==> src/rtl/control_inicializacion_pkg.sv <==
// rtl/control_inicializacion_pkg.sv - shared state encodings, widths and defaults for the init controller
package control_inicializacion_pkg;

    typedef enum logic [1:0] {
        IDLE = 2'd0,
        RUN  = 2'd1,
        DONE = 2'd2,
        ERR  = 2'd3
    } state_t;

    localparam int ADDR_W        = 6;
    localparam int LAST_ADDR_DEF = 12;

    // A one-cycle step still needs a 1-bit counter to exist.
    function automatic int cnt_width(input int cycles);
        return (cycles > 1) ? $clog2(cycles) : 1;
    endfunction

endpackage

==> src/rtl/control_inicializacion_if.sv <==
// rtl/control_inicializacion_if.sv - request/status and init-table signals of the init controller
interface control_inicializacion_if;
    import control_inicializacion_pkg::*;

    logic              start;
    logic              listo_inicio;
    logic [ADDR_W-1:0] addr;
    logic              en;
    logic              busy;
    logic              done;
    logic              error;

    modport master (
        input  start, listo_inicio,
        output addr, en, busy, done, error
    );

    modport slave (
        output start, listo_inicio,
        input  addr, en, busy, done, error
    );

endinterface

==> src/rtl/control_inicializacion_temporizador_paso.sv <==
// rtl/control_inicializacion_temporizador_paso.sv - step counter with registered tick at the last count
module temporizador_paso
    import control_inicializacion_pkg::*;
#(
    parameter int STEP_CYCLES = 10
) (
    input  logic clk,
    input  logic rst,
    input  logic clr,
    output logic tick
);

    localparam int            CW   = cnt_width(STEP_CYCLES);
    localparam logic [CW-1:0] LAST = CW'(STEP_CYCLES - 1);

    logic [CW-1:0] cnt;

    // tick tracks cnt==LAST in the same cycle, so it is precomputed from the next count.
    always_ff @(posedge clk) begin
        if (rst || clr) begin
            cnt  <= '0;
            tick <= (STEP_CYCLES == 1);
        end else if (cnt == LAST) begin
            cnt  <= '0;
            tick <= (STEP_CYCLES == 1);
        end else begin
            cnt  <= cnt + 1'b1;
            tick <= ((cnt + 1'b1) == LAST);
        end
    end

endmodule

==> src/rtl/control_inicializacion.sv <==
// rtl/control_inicializacion.sv - walks the init table from address 1 to LAST_ADDR and reports done/error
module control_inicializacion
    import control_inicializacion_pkg::*;
#(
    parameter int STEP_CYCLES = 10,
    parameter int LAST_ADDR   = LAST_ADDR_DEF
) (
    input  logic                      clk,
    input  logic                      rst,
    control_inicializacion_if.master  bus
);

    localparam logic [ADDR_W-1:0] LAST = ADDR_W'(LAST_ADDR);

    state_t            state, state_n;
    logic [ADDR_W-1:0] addr_q, addr_n;
    logic              en_q, en_n;
    logic              busy_q, busy_n;
    logic              done_q, done_n;
    logic              error_q, error_n;
    logic              seen_q, seen_n;
    logic              tick;
    logic              ok;

    // Holding the counter cleared outside RUN guarantees count 0 on the first RUN cycle.
    temporizador_paso #(.STEP_CYCLES(STEP_CYCLES)) u_paso (
        .clk  (clk),
        .rst  (rst),
        .clr  (state != RUN),
        .tick (tick)
    );

    assign ok = seen_q || bus.listo_inicio;

    always_ff @(posedge clk) begin
        if (rst) begin
            state   <= IDLE;
            addr_q  <= '0;
            en_q    <= 1'b0;
            busy_q  <= 1'b0;
            done_q  <= 1'b0;
            error_q <= 1'b0;
            seen_q  <= 1'b0;
        end else begin
            state   <= state_n;
            addr_q  <= addr_n;
            en_q    <= en_n;
            busy_q  <= busy_n;
            done_q  <= done_n;
            error_q <= error_n;
            seen_q  <= seen_n;
        end
    end

    always_comb begin
        state_n = state;
        addr_n  = addr_q;
        en_n    = en_q;
        busy_n  = busy_q;
        done_n  = done_q;
        error_n = error_q;
        seen_n  = seen_q;
        case (state)
            RUN: begin
                if (en_q && bus.listo_inicio) seen_n = 1'b1;
                if (tick) begin
                    if (addr_q == LAST) begin
                        state_n = ok ? DONE : ERR;
                        addr_n  = '0;
                        en_n    = 1'b0;
                        busy_n  = 1'b0;
                        done_n  = ok;
                        error_n = !ok;
                    end else begin
                        addr_n = addr_q + 1'b1;
                    end
                end
            end
            default: begin
                if (bus.start) begin
                    state_n = RUN;
                    addr_n  = ADDR_W'(1);
                    en_n    = 1'b1;
                    busy_n  = 1'b1;
                    done_n  = 1'b0;
                    error_n = 1'b0;
                    seen_n  = 1'b0;
                end
            end
        endcase
    end

    assign bus.addr  = addr_q;
    assign bus.en    = en_q;
    assign bus.busy  = busy_q;
    assign bus.done  = done_q;
    assign bus.error = error_q;

endmodule

==> src/flat_wrapper.sv <==
// flat-port wrapper written by rule: the top's interface ports become plain ports
module control_inicializacion_flat import control_inicializacion_pkg::*;
#(
    parameter int STEP_CYCLES = 10,
    parameter int LAST_ADDR   = LAST_ADDR_DEF
)
  (clk, rst, bus_start, bus_listo_inicio, bus_addr, bus_en, bus_busy, bus_done, bus_error);
  control_inicializacion_if bus_i ();
  input  logic clk;
  input  logic rst;
  input wire logic [$bits(bus_i.start)-1:0] bus_start;
  input wire logic [$bits(bus_i.listo_inicio)-1:0] bus_listo_inicio;
  output wire logic [$bits(bus_i.addr)-1:0] bus_addr;
  output wire logic [$bits(bus_i.en)-1:0] bus_en;
  output wire logic [$bits(bus_i.busy)-1:0] bus_busy;
  output wire logic [$bits(bus_i.done)-1:0] bus_done;
  output wire logic [$bits(bus_i.error)-1:0] bus_error;
  assign bus_i.start = bus_start;
  assign bus_i.listo_inicio = bus_listo_inicio;
  assign bus_addr = bus_i.addr;
  assign bus_en = bus_i.en;
  assign bus_busy = bus_i.busy;
  assign bus_done = bus_i.done;
  assign bus_error = bus_i.error;
  control_inicializacion #(.STEP_CYCLES(STEP_CYCLES), .LAST_ADDR(LAST_ADDR)) u_core (.clk(clk), .rst(rst), .bus(bus_i));
endmodule
==> config.mk <==
export PLATFORM = sky130hd
export DESIGN_NAME = control_inicializacion_flat
export DESIGN_NICKNAME = d
export VERILOG_FILES = /design/src/rtl/control_inicializacion_pkg.sv /design/src/rtl/control_inicializacion_if.sv /design/src/rtl/control_inicializacion_temporizador_paso.sv /design/src/rtl/control_inicializacion.sv /design/src/flat_wrapper.sv
export SDC_FILE = /design/constraint.sdc
export NUM_CORES = 1
export LEC_CHECK = 0
export BUFFER_PORTS_ARGS = -buffer_cell sky130_fd_sc_hd__buf_2
export CAP_MARGIN = 30
export CORE_MARGIN = 5
export CORE_UTILIZATION = 40
export CTS_BUF_LIST = sky130_fd_sc_hd__clkbuf_4
export DETAILED_ROUTE_END_ITERATION = 12
export PLACE_DENSITY_LB_ADDON = 0.08
export REMOVE_ABC_BUFFERS = 1
export SYNTH_ARGS = -nofsm -noshare
export SYNTH_HDL_FRONTEND = slang
export SYNTH_SLANG_ARGS = --single-unit
==> constraint.sdc <==
create_clock -name clk -period 1.5 [get_ports clk]
set_clock_uncertainty 0.05 [all_clocks]
set_input_delay 0 -clock clk [delete_from_list [all_inputs] [get_ports clk]]
set_output_delay 0 -clock clk [all_outputs]
set_load 0.01 [all_outputs]
== After elaboration in Yosys (flattened, before gate mapping) ==
Cells that the tools add are included.
Cells by class
  add/subtract/negate cells: 2
  equal/unequal tests: 8
  muxes and demuxes: 22
  reduce and logical (&&, ||, !) cells: 9
Operator list (count)
  6-bit 2-to-1 mux: 4
  1-bit 2-to-1 mux: 14
  4-bit == test, second input constant: 2
  2-bit 2-to-1 mux: 4
  6-bit by 1-bit adder with 6-bit output, second input constant: 1
  6-bit by 4-bit == test with 1-bit output, second input constant: 1
  2-bit by 1-bit != test with 1-bit output, second input constant: 3
  4-bit by 1-bit adder with 4-bit output, second input constant: 1
  2-bit AND reduction: 2
  3-bit AND reduction: 1
  2-bit by 1-bit == test with 1-bit output, second input constant: 1
  1-bit logical OR: 2
  2-bit != test, second input constant: 1
  2-bit nonzero test: 1
  2-bit OR reduction: 1
  1-bit logical AND: 1
  1-bit zero test: 1
Storage, ports and cells
  register bits after elaboration: 17
  output and inout port bits: 10

== Depth between registers and ports, before layout ==
Gate-level depths: netlist of the first run.
  depth in word-level cells: 5
  gate-level depth with buffers: 6

== Modules after synthesis ==
From an unflattened synthesis of the first run, not the netlist that was laid out.
Unflattened totals
  cells, all modules: 90
  area total of the unflattened synthesis: 839.6 um2
By module, submodules not included
  control_inicializacion: times used 1, cells an instance 67, area each 623.1 um2, seq. area each 240.2 um2
  temporizador_paso: times used 1, cells an instance 23, area each 216.5 um2, seq. area each 100.1 um2

== Worst setup path before layout of the first run ==
OpenSTA, ideal clock, no wires.
  path kind: reg2reg
  from: register u_core.addr_q[0] (netlist: u_core.bus.addr[0])
  to: register u_core.addr_q[0] (netlist: u_core.bus.addr[0])
  data arrival time: 1.225 ns
  data required time: 1.379 ns
  slack: 0.155 ns
  stages on the path, launching flop included: 7
  buffers on the path: 0
  cell sequence: dfxtp_1 -> inv_1 -> ha_1 -> nor3b_2 -> a211oi_1 -> a21oi_1 -> a21oi_1
On the way
  longest elaborated chain between the ends: 4
  elaborated cells between the ends (all ways): 5
  those cells by class: add/sub: 1; eq/ne: 1; mux: 3
Ends and longest elaborated chain
  start: declaration: RTL line control_inicializacion.sv:16  | logic [ADDR_W-1:0] addr_q, addr_n;
  start signal: assignment: RTL line control_inicializacion.sv:46  | addr_q <= addr_n;
  6-bit by 1-bit adder with 6-bit output / 6-bit by 4-bit == test with 1-bit output (equally long branches): RTL line control_inicializacion.sv:75, control_inicializacion.sv:67
  6-bit 2-to-1 mux (*): RTL line control_inicializacion.sv:67  | if (addr_q == LAST) begin
  6-bit 2-to-1 mux (*): RTL line control_inicializacion.sv:66  | if (tick) begin
  6-bit 2-to-1 mux (*): RTL line control_inicializacion.sv:63  | case (state)
Mark *: on every way between the ends. The rest lies on a longest branch, timed or not. The select of a mux whose other input is x is not followed.
A chain may end at the register's enable or synchronous reset.

== Worst setup path after layout of the first run ==
  from: register u_core.u_paso.cnt[1]
  to: register u_core.u_paso.tick
On the way
  longest elaborated chain between the ends: 2
  elaborated cells between the ends (all ways): 4
  those cells by class: add/sub: 1; eq/ne: 2; reduce/logical: 1
Ends and longest elaborated chain
  start: declaration: RTL line control_inicializacion_temporizador_paso.sv:16  | logic [CW-1:0] cnt;
  start signal: assignment: RTL line control_inicializacion_temporizador_paso.sv:27  | cnt <= cnt + 1'b1;
  4-bit by 1-bit adder with 4-bit output / 4-bit == test (equally long branches): RTL line control_inicializacion_temporizador_paso.sv:28, control_inicializacion_temporizador_paso.sv:23
  4-bit == test / 2-bit OR reduction (equally long branches)
  end signal: assignment: RTL line control_inicializacion_temporizador_paso.sv:22  | tick <= (STEP_CYCLES == 1);
  end signal: assignment: RTL line control_inicializacion_temporizador_paso.sv:25  | tick <= (STEP_CYCLES == 1);
  end signal: assignment: RTL line control_inicializacion_temporizador_paso.sv:28  | tick <= ((cnt + 1'b1) == LAST);
  end: declaration: RTL line control_inicializacion_temporizador_paso.sv:10  | output logic tick
Parallel ways exist; a longest one is shown, timed or not.

==> flow_summary.json, run 1 <==
{
  "post-cts-setup-buffers": 0,
  "pin_count": 14,
  "p_per_area_nw_per_um2": 806.9,
  "cellLeakagePower_nw": 0.4143,
  "reg2reg_from": "u_core.u_paso.cnt[1]",
  "yosysUniqueCellTypes": 36,
  "crit_type": "register to register",
  "nNetsFinal": 119,
  "drc": 0,
  "dp_hpwl_mm": 1.241,
  "core_um2": 1982,
  "holdCritPathClass": "input port to register",
  "ys_seq_elements": 17,
  "yosys_warnings": 0,
  "start_kind": "register",
  "wl_met2_um": 724,
  "p_int_uw": 611.9,
  "met1_length_um": 841,
  "finalCritPeriodShare_pct": 93.10,
  "rsz0062_at_grt": "no",
  "cts_max_path_buffers": 2,
  "htree_levels": 1,
  "sequentialPowerShare_pct": 58.0,
  "die_y_um": 55.95,
  "start_util_pct": 42.61,
  "clk_pin_slew_ns": 0.11,
  "grt_pass1_vias": 663,
  "combPwrFrac_pct": 9.1,
  "num_antenna_cells": 0,
  "path_max_fanout": 4,
  "portBuffers": 13,
  "synth_top_area_share_pct": 40.30,
  "grt_pass1_wl_mm": 2.877,
  "worstPathRequired_ns": 1.68,
  "cts_root_buf": "clkbuf_4",
  "grt_max_degree": 13,
  "synth_area_um2": 844.6,
  "drt-pass1-iter-count": 4,
  "n_fill_cell": 182,
  "status": "complete, no violations",
  "utilization_pct": 50.69,
  "layout_min_cycle_time_ns": 1.397,
  "drv_slew": 0,
  "grt_antenna_before_repair": 0,
  "cp-end-kind": "register",
  "first_iter_violations": 10,
  "startpoint": "u_core.u_paso.cnt[1]",
  "setup_tns_ns": 0,
  "critPathArrivalTime_ns": 1.58,
  "worstHoldStart": "bus_listo_inicio",
  "relSlewSlack_pct": 76.58,
  "sw_frac_of_total_pct": 24.52,
  "top_layer_used": "met4",
  "ir_drop_mv": 0.4829,
  "synthTopCellsByArea": "dfxtp_1 (40%), ha_1 (7.4%), a21oi_1 (4.7%)",
  "gp_congestion": 0.7256,
  "die-area_um2": 3130,
  "post-route-cell-area_um2": 1005,
  "yosysMostFrequentCell": "dfxtp_1",
  "rows": 16,
  "areaGrowthSynthToFinish_pct": 18.96,
  "clkPwrFrac_pct": 32.9,
  "synth_cells": 92,
  "clock_sinks": 17,
  "setup-violations-final": 0,
  "vias": 695,
  "yosys_most_used_dff": "dfxtp_1",
  "routedWlPerCell_um": 12.18,
  "max_cap_viol_count": 0,
  "die_w_um": 55.95,
  "met3_length_um": 80,
  "grt_usage_pct": 11.37,
  "place_area_um2": 927.1,
  "ys_seq_area_share_pct": 40.30,
  "fmax_ghz": 0.7160,
  "tightest_slew_ns": 0.3513,
  "grt_overflow": 0,
  "numCtsBuffers": 3,
  "synth_edf_count": 0,
  "avgSynthCellArea_um2": 9.180,
  "clkLatencyLatePin_ns": 0.29,
  "power_switching_uw": 198.8,
  "cts_tree": "done",
  "detail-route-antenna-nets": 0,
  "wl_mm": 1.657,
  "vias_per_cell": 5.110,
  "synth_top_cell_by_area": "dfxtp_1",
  "synth_commonest_cells": "dfxtp_1 (17), nor2_1 (9), a21oi_1 (8)",
  "async_reset_ff_share_pct": 0,
  "drive_gt1_share_pct": 23.85,
  "finalHoldViolations": 0
}
## state kept, by name (all words and copies together), names as in the netlist
register	flops
u_core.u_paso.cnt	4
u_core.bus.addr	6
u_core.state	2
u_core.seen_q	1
u_core.bus.error	1
u_core.bus.done	1
u_core.bus.busy	1
u_core.u_paso.tick	1
## repair_timing
item,4_1_cts,5_1_grt
hold buffers,3,0
setup endpoints to repair,0,7
endpoints found under the hold margin,8,0
resized for setup,0,5
## power groups by stage
stage,clock (mW),sequential [mW],combinational [mW]
after floorplan,0,0.482,0.0345
after global placement,0,0.480,0.0645
after detailed placement,0,0.481,0.0650
after CTS,0.276,0.470,0.0713
after global routing,0.296,0.472,0.0849
final,0.267,0.470,0.0736
## per-stage QoR
| stage | std cells | setup WS (ns) | hold slack (ns) | total power, mW |
|---|---|---|---|---|
| 2_1_floorplan | 88 | 0.1558 | 0.01907 | 0.5165 |
| 3_3_place_gp | 129 | 0.06631 | 0.1831 | 0.5445 |
| 3_5_place_dp | 129 | 0.08287 | 0.1931 | 0.5455 |
| 4_1_cts | 136 | 0.06063 | 0.4167 | 0.8177 |
| 5_1_grt | 136 | 0.01246 | 0.4269 | 0.8534 |
| 6_report | 136 | 0.1034 | 0.4149 | 0.8107 |
## cell families after synthesis
group | share of synthesized area, %
simple gates | 28.89
compound gates | 14.67
flops | 40.30
buf+inv | 4.591
fa+ha+maj | 7.407
xor+xnor | 4.149
## placed cells by master (no fill, tap or decap), types with 2 or more instances in the layout
cell type / n
a21oi_1: 8
and3_1: 3
buf_2: 13
clkbuf_4: 4
dfxtp_1: 16
dlygate4sd3_1: 3
ha_1: 5
inv_1: 4
nand2_1: 4
nand2b_1: 3
nand3_1: 5
nand3b_1: 2
nor2_1: 8
o2111ai_1: 2
or3b_1: 2
xor2_1: 3
## critical path: stages, from the launching register on
cell     delay, ns
dfxtp_1       0.37
inv_1         0.07
ha_1          0.19
or3b_1        0.34
a21oi_1       0.16
and3_1        0.16
## final timing paths
check / endpoint / slack (ns) / cells after the start
max: u_core.u_paso.tick / 0.10 / 5
min: u_core.bus.error / 0.41 / 3
max reg2reg: u_core.u_paso.tick / 0.10 / 5
min reg2reg: u_core.bus.error / 0.45 / 2
## per-layer routing
metal	GRT usage, %	vias up
met5	0	-
met4	4.068	0
met3	3.248	2
met2	17.06	13
met1	15.44	323
li1	-	357
## area by class of cell
class	count	area (µm²)	area share [%]
inverters	4	15.01	1.494
repair buffers	17	102.6	10.21
clock buffers	4	30.03	2.989
well taps	27	33.78	3.362
multi-input cells	67	481.7	47.95
flip-flops and latches	17	341.6	34.00
No activity file was read; power rests on OpenSTA's default activity.
==> run 2, diff against run 1 <==
--- a/config.mk
+++ b/config.mk
@@ -10,9 +10,11 @@
 export CORE_MARGIN = 5
 export CORE_UTILIZATION = 40
 export CTS_BUF_LIST = sky130_fd_sc_hd__clkbuf_4
+export CTS_CLUSTER_SIZE = 16
 export DETAILED_ROUTE_END_ITERATION = 12
 export PLACE_DENSITY_LB_ADDON = 0.08
 export REMOVE_ABC_BUFFERS = 1
 export SYNTH_ARGS = -nofsm -noshare
 export SYNTH_HDL_FRONTEND = slang
+export SYNTH_HIERARCHICAL = 1
 export SYNTH_SLANG_ARGS = --single-unit
==> flow_summary.json, run 2 <==
{
  "post-cts-setup-buffers": 0,
  "fmax_ghz": 0.7665,
  "portBuffers": 13,
  "yosys_warnings": 6,
  "synth_cells": 90,
  "cp_num_cells": 5,
  "crit_type": "register to register",
  "synthTopCellsByArea": "dfxtp_1 (41%), ha_1 (7.5%), nand3_1 (5.4%)",
  "ys_seq_area_share_pct": 40.54,
  "grt_max_degree": 12,
  "multi_input_area_um2": 464.2,
  "cts_root_buf": "clkbuf_4",
  "grt_usage_pct": 11.76,
  "yosys_most_used_dff": "dfxtp_1",
  "clk_pin_slew_ns": 0.10,
  "numCtsBuffers": 3,
  "finalHoldViolations": 0,
  "worstPathRequired_ns": 1.64,
  "tightest_slew_ns": 0.3304,
  "whs_path_depth": 3,
  "worst_path_dominant_cell_family": "multiplexers",
  "start_kind": "register",
  "cellLeakagePower_nw": 0.3866,
  "critPathCapture": "u_core/bus.addr[4]",
  "wl_mm": 1.613,
  "num_antenna_cells": 0,
  "drv_slew": 0,
  "gp_congestion": 0.7475,
  "max_cap_viol_count": 0,
  "rr_endpoint": "u_core/bus.addr[4]",
  "finalCritPeriodShare_pct": 86.98,
  "drt-pass1-iter-count": 4,
  "status": "complete, no violations",
  "die_y_um": 55.82,
  "areaGrowthSynthToFinish_pct": 15.95,
  "relSlewSlack_pct": 77.74,
  "routedWlPerCell_um": 12.04,
  "setup_tns_ns": 0,
  "first_iter_violations": 12,
  "grt_pass1_vias": 662,
  "synth_commonest_cells": "dfxtp_1 (17), nor2_1 (11), nand2_1 (9), nand3_1 (9)",
  "start_util_pct": 42.36,
  "final_cell_mix": "dfxtp_1 (17), buf_2 (13), nor2_1 (11)",
  "n_fill_cell": 193,
  "cts_max_path_buffers": 2,
  "layout_min_cycle_time_ns": 1.305,
  "async_reset_ff_share_pct": 0,
  "ys_seq_elements": 17,
  "p_per_area_nw_per_um2": 800.0,
  "dp_hpwl_mm": 1.225,
  "grt_pass1_wl_mm": 2.932,
  "yosysUniqueCellTypes": 34,
  "synth_top_cell_by_area": "dfxtp_1",
  "crit_chain": "ha_1 -> nand2_1 -> mux2i_2 -> mux2i_1 -> nor2_1",
  "startpoint": "u_core/bus.addr[1]",
  "avgSynthCellArea_um2": 9.328,
  "reg2reg_from": "u_core/bus.addr[1]",
  "final_common_cell": "dfxtp_1",
  "cp_num_buf_inv": 0,
  "cp-end-kind": "register",
  "r2r_cells": 5,
  "total_power_uw": 778.7,
  "die-area_um2": 3115,
  "critPathArrivalTime_ns": 1.44,
  "synth_edf_count": 0,
  "clkLatencyLatePin_ns": 0.28,
  "pin_count": 14,
  "drc": 0,
  "synth_top_area_share_pct": 40.54,
  "seq_area_um2": 340.3,
  "vias": 671,
  "cts_tree": "done",
  "htree_levels": 1,
  "rsz0062_at_grt": "no",
  "die_w_um": 55.82,
  "crit_path_max_incr_delay_ns": 0.42,
  "nNetsFinal": 117,
  "synth_area_um2": 839.6,
  "vias_per_cell": 5.007,
  "setup-violations-final": 0,
  "r2r_slack_ns": 0.20,
  "core_um2": 1982,
  "cpMaxStageDelayCell": "dfxtp_1",
  "yosysMostFrequentCell": "dfxtp_1",
  "path_max_fanout": 6,
  "drive_gt1_share_pct": 28.97,
  "largest_reg_flops": 6,
  "grt_antenna_before_repair": 0,
  "grt_overflow": 0,
  "clock_sinks": 17,
  "ir_drop_mv": 0.4908,
  "holdCritPathClass": "input port to register",
  "rows": 16,
  "detail-route-antenna-nets": 0
}
## run 2: cell type report
cell class	instances	area share, %
timing repair buffer	15	8.740
clock buffer	3	2.314
tap	27	3.470
multi-input combinational	65	47.69
clock inverter	1	0.5141
sequential	17	34.96
inverter	6	2.314
## run 2: cells by family (layout without fill, tap and decap cells)
| family | count (synthesis) | after routing | share of synthesized area [%] |
|---|---|---|---|
| muxes | 2 | 2 | 2.831 |
| DFF | 17 | 17 | 40.54 |
| AOI/OAI and AO/OA | 14 | 14 | 14.01 |
| buffers and inverters | 8 | 25 | 4.172 |
| and+or+nand+nor | 41 | 41 | 27.87 |
| adders and majority gates | 5 | 5 | 7.452 |
| xor gates and xnor gates | 3 | 3 | 3.130 |
## run 2: timing repair
item / CTS / global route
hold buffers: 2 / 0
gates resized for setup: 0 / 0
hold endpoints to repair: 2 / 0
## run 2: power breakdown
| part | switching [mW] | internal (mW) |
|---|---|---|
| Clock | 0.139 | 0.0989 |
| Combinational | 0.0427 | 0.0286 |
| Sequential | 0.00946 | 0.460 |
| Total | 0.191 | 0.588 |
## run 2: per-layer routing
| metal | routed length, µm | up-vias | GRT usage, % |
|---|---|---|---|
| li1 | - | 342 | - |
| met1 | 800 | 314 | 15.34 |
| met2 | 729 | 13 | 18.07 |
| met3 | 69 | 2 | 3.248 |
| met4 | 13 | 0 | 5.085 |
| met5 | 0 | - | 0 |
## run 2: how the worst min path moves through the flow
stage / startpoint / to / slack, ns
global route: bus_start / u_core/state[0] / 0.005
finish: bus_start / u_core/state[0] / 0.01
CTS: bus_start / u_core/state[0] / 0.01
detailed placement: bus_listo_inicio / u_core/bus.error / 0.18
global placement: bus_listo_inicio / u_core/bus.error / 0.18
floorplan: rst / u_core/bus.addr[1] / 0.02
## run 2: metrics by stage
step	utilization (%)	hold WS (ns)	instances	area, µm²	setup slack, ns
after global routing	49.12	0.005480	134	973.4	0.06438
after floorplan	-	0.01907	88	827.0	0.2273
after CTS	49.12	0.01109	134	973.4	0.1798
final	49.12	0.01256	134	973.4	0.1953
after global placement	46.72	0.1783	128	925.9	0.2377
after detailed placement	46.72	0.1829	128	925.9	0.1853
## run 2: tightest hold or removal path, delay by kind of cell
family	cells	cell delay (ns)
and+or+nand+nor	2	0.16
buffers and inverters	1	0.15
==> run 3, diff against run 2 <==
--- a/config.mk
+++ b/config.mk
@@ -7,13 +7,14 @@
 export LEC_CHECK = 0
 export BUFFER_PORTS_ARGS = -buffer_cell sky130_fd_sc_hd__buf_2
 export CAP_MARGIN = 30
-export CORE_MARGIN = 5
+export CORE_MARGIN = 3
 export CORE_UTILIZATION = 40
 export CTS_BUF_LIST = sky130_fd_sc_hd__clkbuf_4
 export CTS_CLUSTER_SIZE = 16
 export DETAILED_ROUTE_END_ITERATION = 12
 export PLACE_DENSITY_LB_ADDON = 0.08
 export REMOVE_ABC_BUFFERS = 1
+export SETUP_SLACK_MARGIN = 0.05
 export SYNTH_ARGS = -nofsm -noshare
 export SYNTH_HDL_FRONTEND = slang
 export SYNTH_HIERARCHICAL = 1
==> flow_summary.json, run 3 (synthesis results as in run 2) <==
{
  "cpMaxStageDelayCell": "dfxtp_1",
  "whs_ns": 0.008401,
  "placed_cells": 126,
  "rows": 15,
  "layout_min_cycle_time_ns": 1.319,
  "rsz0062_at_grt": "no",
  "status": "complete, no violations",
  "numCtsBuffers": 3,
  "grt_antenna_before_repair": 0,
  "worstPathRequired_ns": 1.63,
  "vias_per_cell": 5.167,
  "p_per_area_nw_per_um2": 819.0,
  "dp_hpwl_mm": 1.147,
  "drv_slew": 0,
  "start_kind": "register",
  "relSlewSlack_pct": 78.28,
  "clock_sinks": 17,
  "final_cell_mix": "dfxtp_1 (17), buf_2 (13), nor2_1 (11)",
  "critPathArrivalTime_ns": 1.45,
  "crit_type": "register to register",
  "fmax_ghz": 0.7581,
  "path_max_fanout": 6,
  "grt_pass1_wl_mm": 2.704,
  "grt_max_degree": 12,
  "finalHoldViolations": 0,
  "detail-route-antenna-nets": 0,
  "setup_tns_ns": 0,
  "setup-violations-final": 0,
  "instances_no_fill": 132,
  "num_antenna_cells": 0,
  "areaGrowthSynthToFinish_pct": 15.95,
  "cts_max_path_buffers": 2,
  "fin_ws_ns": 0.1809,
  "grt_usage_pct": 13.46,
  "grt_pass1_vias": 655,
  "core_um2": 1858,
  "htree_levels": 1,
  "clk_pin_slew_ns": 0.09,
  "crit_chain": "ha_1 -> nand2_1 -> mux2i_2 -> mux2i_1 -> nor2_1",
  "die_y_um": 51.82,
  "n_fill_cell": 193,
  "nNetsFinal": 117,
  "routedWlPerCell_um": 11.26,
  "drt-pass1-iter-count": 5,
  "drive_gt1_share_pct": 28.97,
  "cts_tree": "done",
  "grt_overflow": 0,
  "tightest_slew_ns": 0.3224,
  "holdCritPathClass": "input port to register",
  "cellLeakagePower_nw": 0.3873,
  "final_common_cell": "dfxtp_1",
  "dp_slack_ns": 0.1947,
  "largest_reg_flops": 6,
  "wl_mm": 1.486,
  "die_w_um": 51.82,
  "cp-end-kind": "register",
  "die-area_um2": 2685,
  "post-cts-setup-buffers": 0,
  "clkLatencyLatePin_ns": 0.28,
  "first_iter_violations": 10,
  "portBuffers": 13,
  "start_util_pct": 45.19,
  "gp_congestion": 0.7471,
  "crit_path_max_incr_delay_ns": 0.42,
  "vias": 682,
  "drc": 0,
  "cts_root_buf": "clkbuf_4",
  "ir_drop_mv": 0.5563,
  "pin_count": 14,
  "max_cap_viol_count": 0,
  "finalCritPeriodShare_pct": 87.94
}
==> run 3: cell types whose count changed in the layout (fill, tap and decap cells not counted), sizes merged <==
cell | previous run | this run
clkbuf | 3 | 4
clkinv | 1 | 0
==> run 3: area by class of cell <==
cell class | instances | area [µm²] | share of cell area, %
clock buffer | 4 | 30.03 | 3.085
inverter | 6 | 22.52 | 2.314
multi-input combinational | 65 | 464.2 | 47.69
sequential | 17 | 340.3 | 34.96
tap | 25 | 31.28 | 3.213
timing repair buffer | 15 | 85.08 | 8.740
==> run 3: final timing paths <==
check	startpoint	endpoint	slack (ns)	cells past startpoint
setup / recovery	u_core/bus.addr[0]	u_core/bus.addr[4]	0.18	5
hold / removal	bus_start	u_core/state[0]	0.008	3
setup reg to reg	u_core/bus.addr[0]	u_core/bus.addr[4]	0.18	5
hold reg to reg	u_core/bus.error	u_core/bus.error	0.44	2
==> run 3: what timing repair did <==
| item | in CTS | in global routing |
|---|---|---|
| gates resized for setup | 0 | 0 |
| hold buffers | 2 | 0 |
| endpoints found under the hold margin | 2 | 0 |
==> run 3: metal layers <==
metal  vias to the layer above  global-route usage, %  part of all wire, %
li1                        351                      -                    -
met1                       312                  15.75                   47
met2                        17                  23.09                   47
met3                         2                  5.444                  5.3
met4                         0                  2.620                 0.40
met5                         -                      0                    0
==> run 3: power by group <==
part	leakage (nW)	internal (mW)	switching, mW
logic	0.231	0.0284	0.0426
clock network	0.0184	0.121	0.135
registers	0.138	0.460	0.00975
total	0.387	0.610	0.187
==> run 3: worst max-delay path, delay by kind of cell (launching register included) <==
kind                     cells  cell delay (ns)
flip-flops                   1             0.42
AND/OR/NAND/NOR              2             0.13
adder cells (fa/ha/maj)      1             0.21
multiplexers                 2             0.41
==> run 3: through the flow <==
| step | utilization [%] | instance area [µm²] | power [mW] |
|---|---|---|---|
| final | 52.39 | 973.4 | 0.7972 |
| after global routing | 52.39 | 973.4 | 0.8373 |
| after CTS | 52.39 | 973.4 | 0.8096 |
| after detailed placement | 49.70 | 923.4 | 0.5478 |
| after global placement | 49.70 | 923.4 | 0.5472 |
| after floorplan | - | 827.0 | 0.5207 |
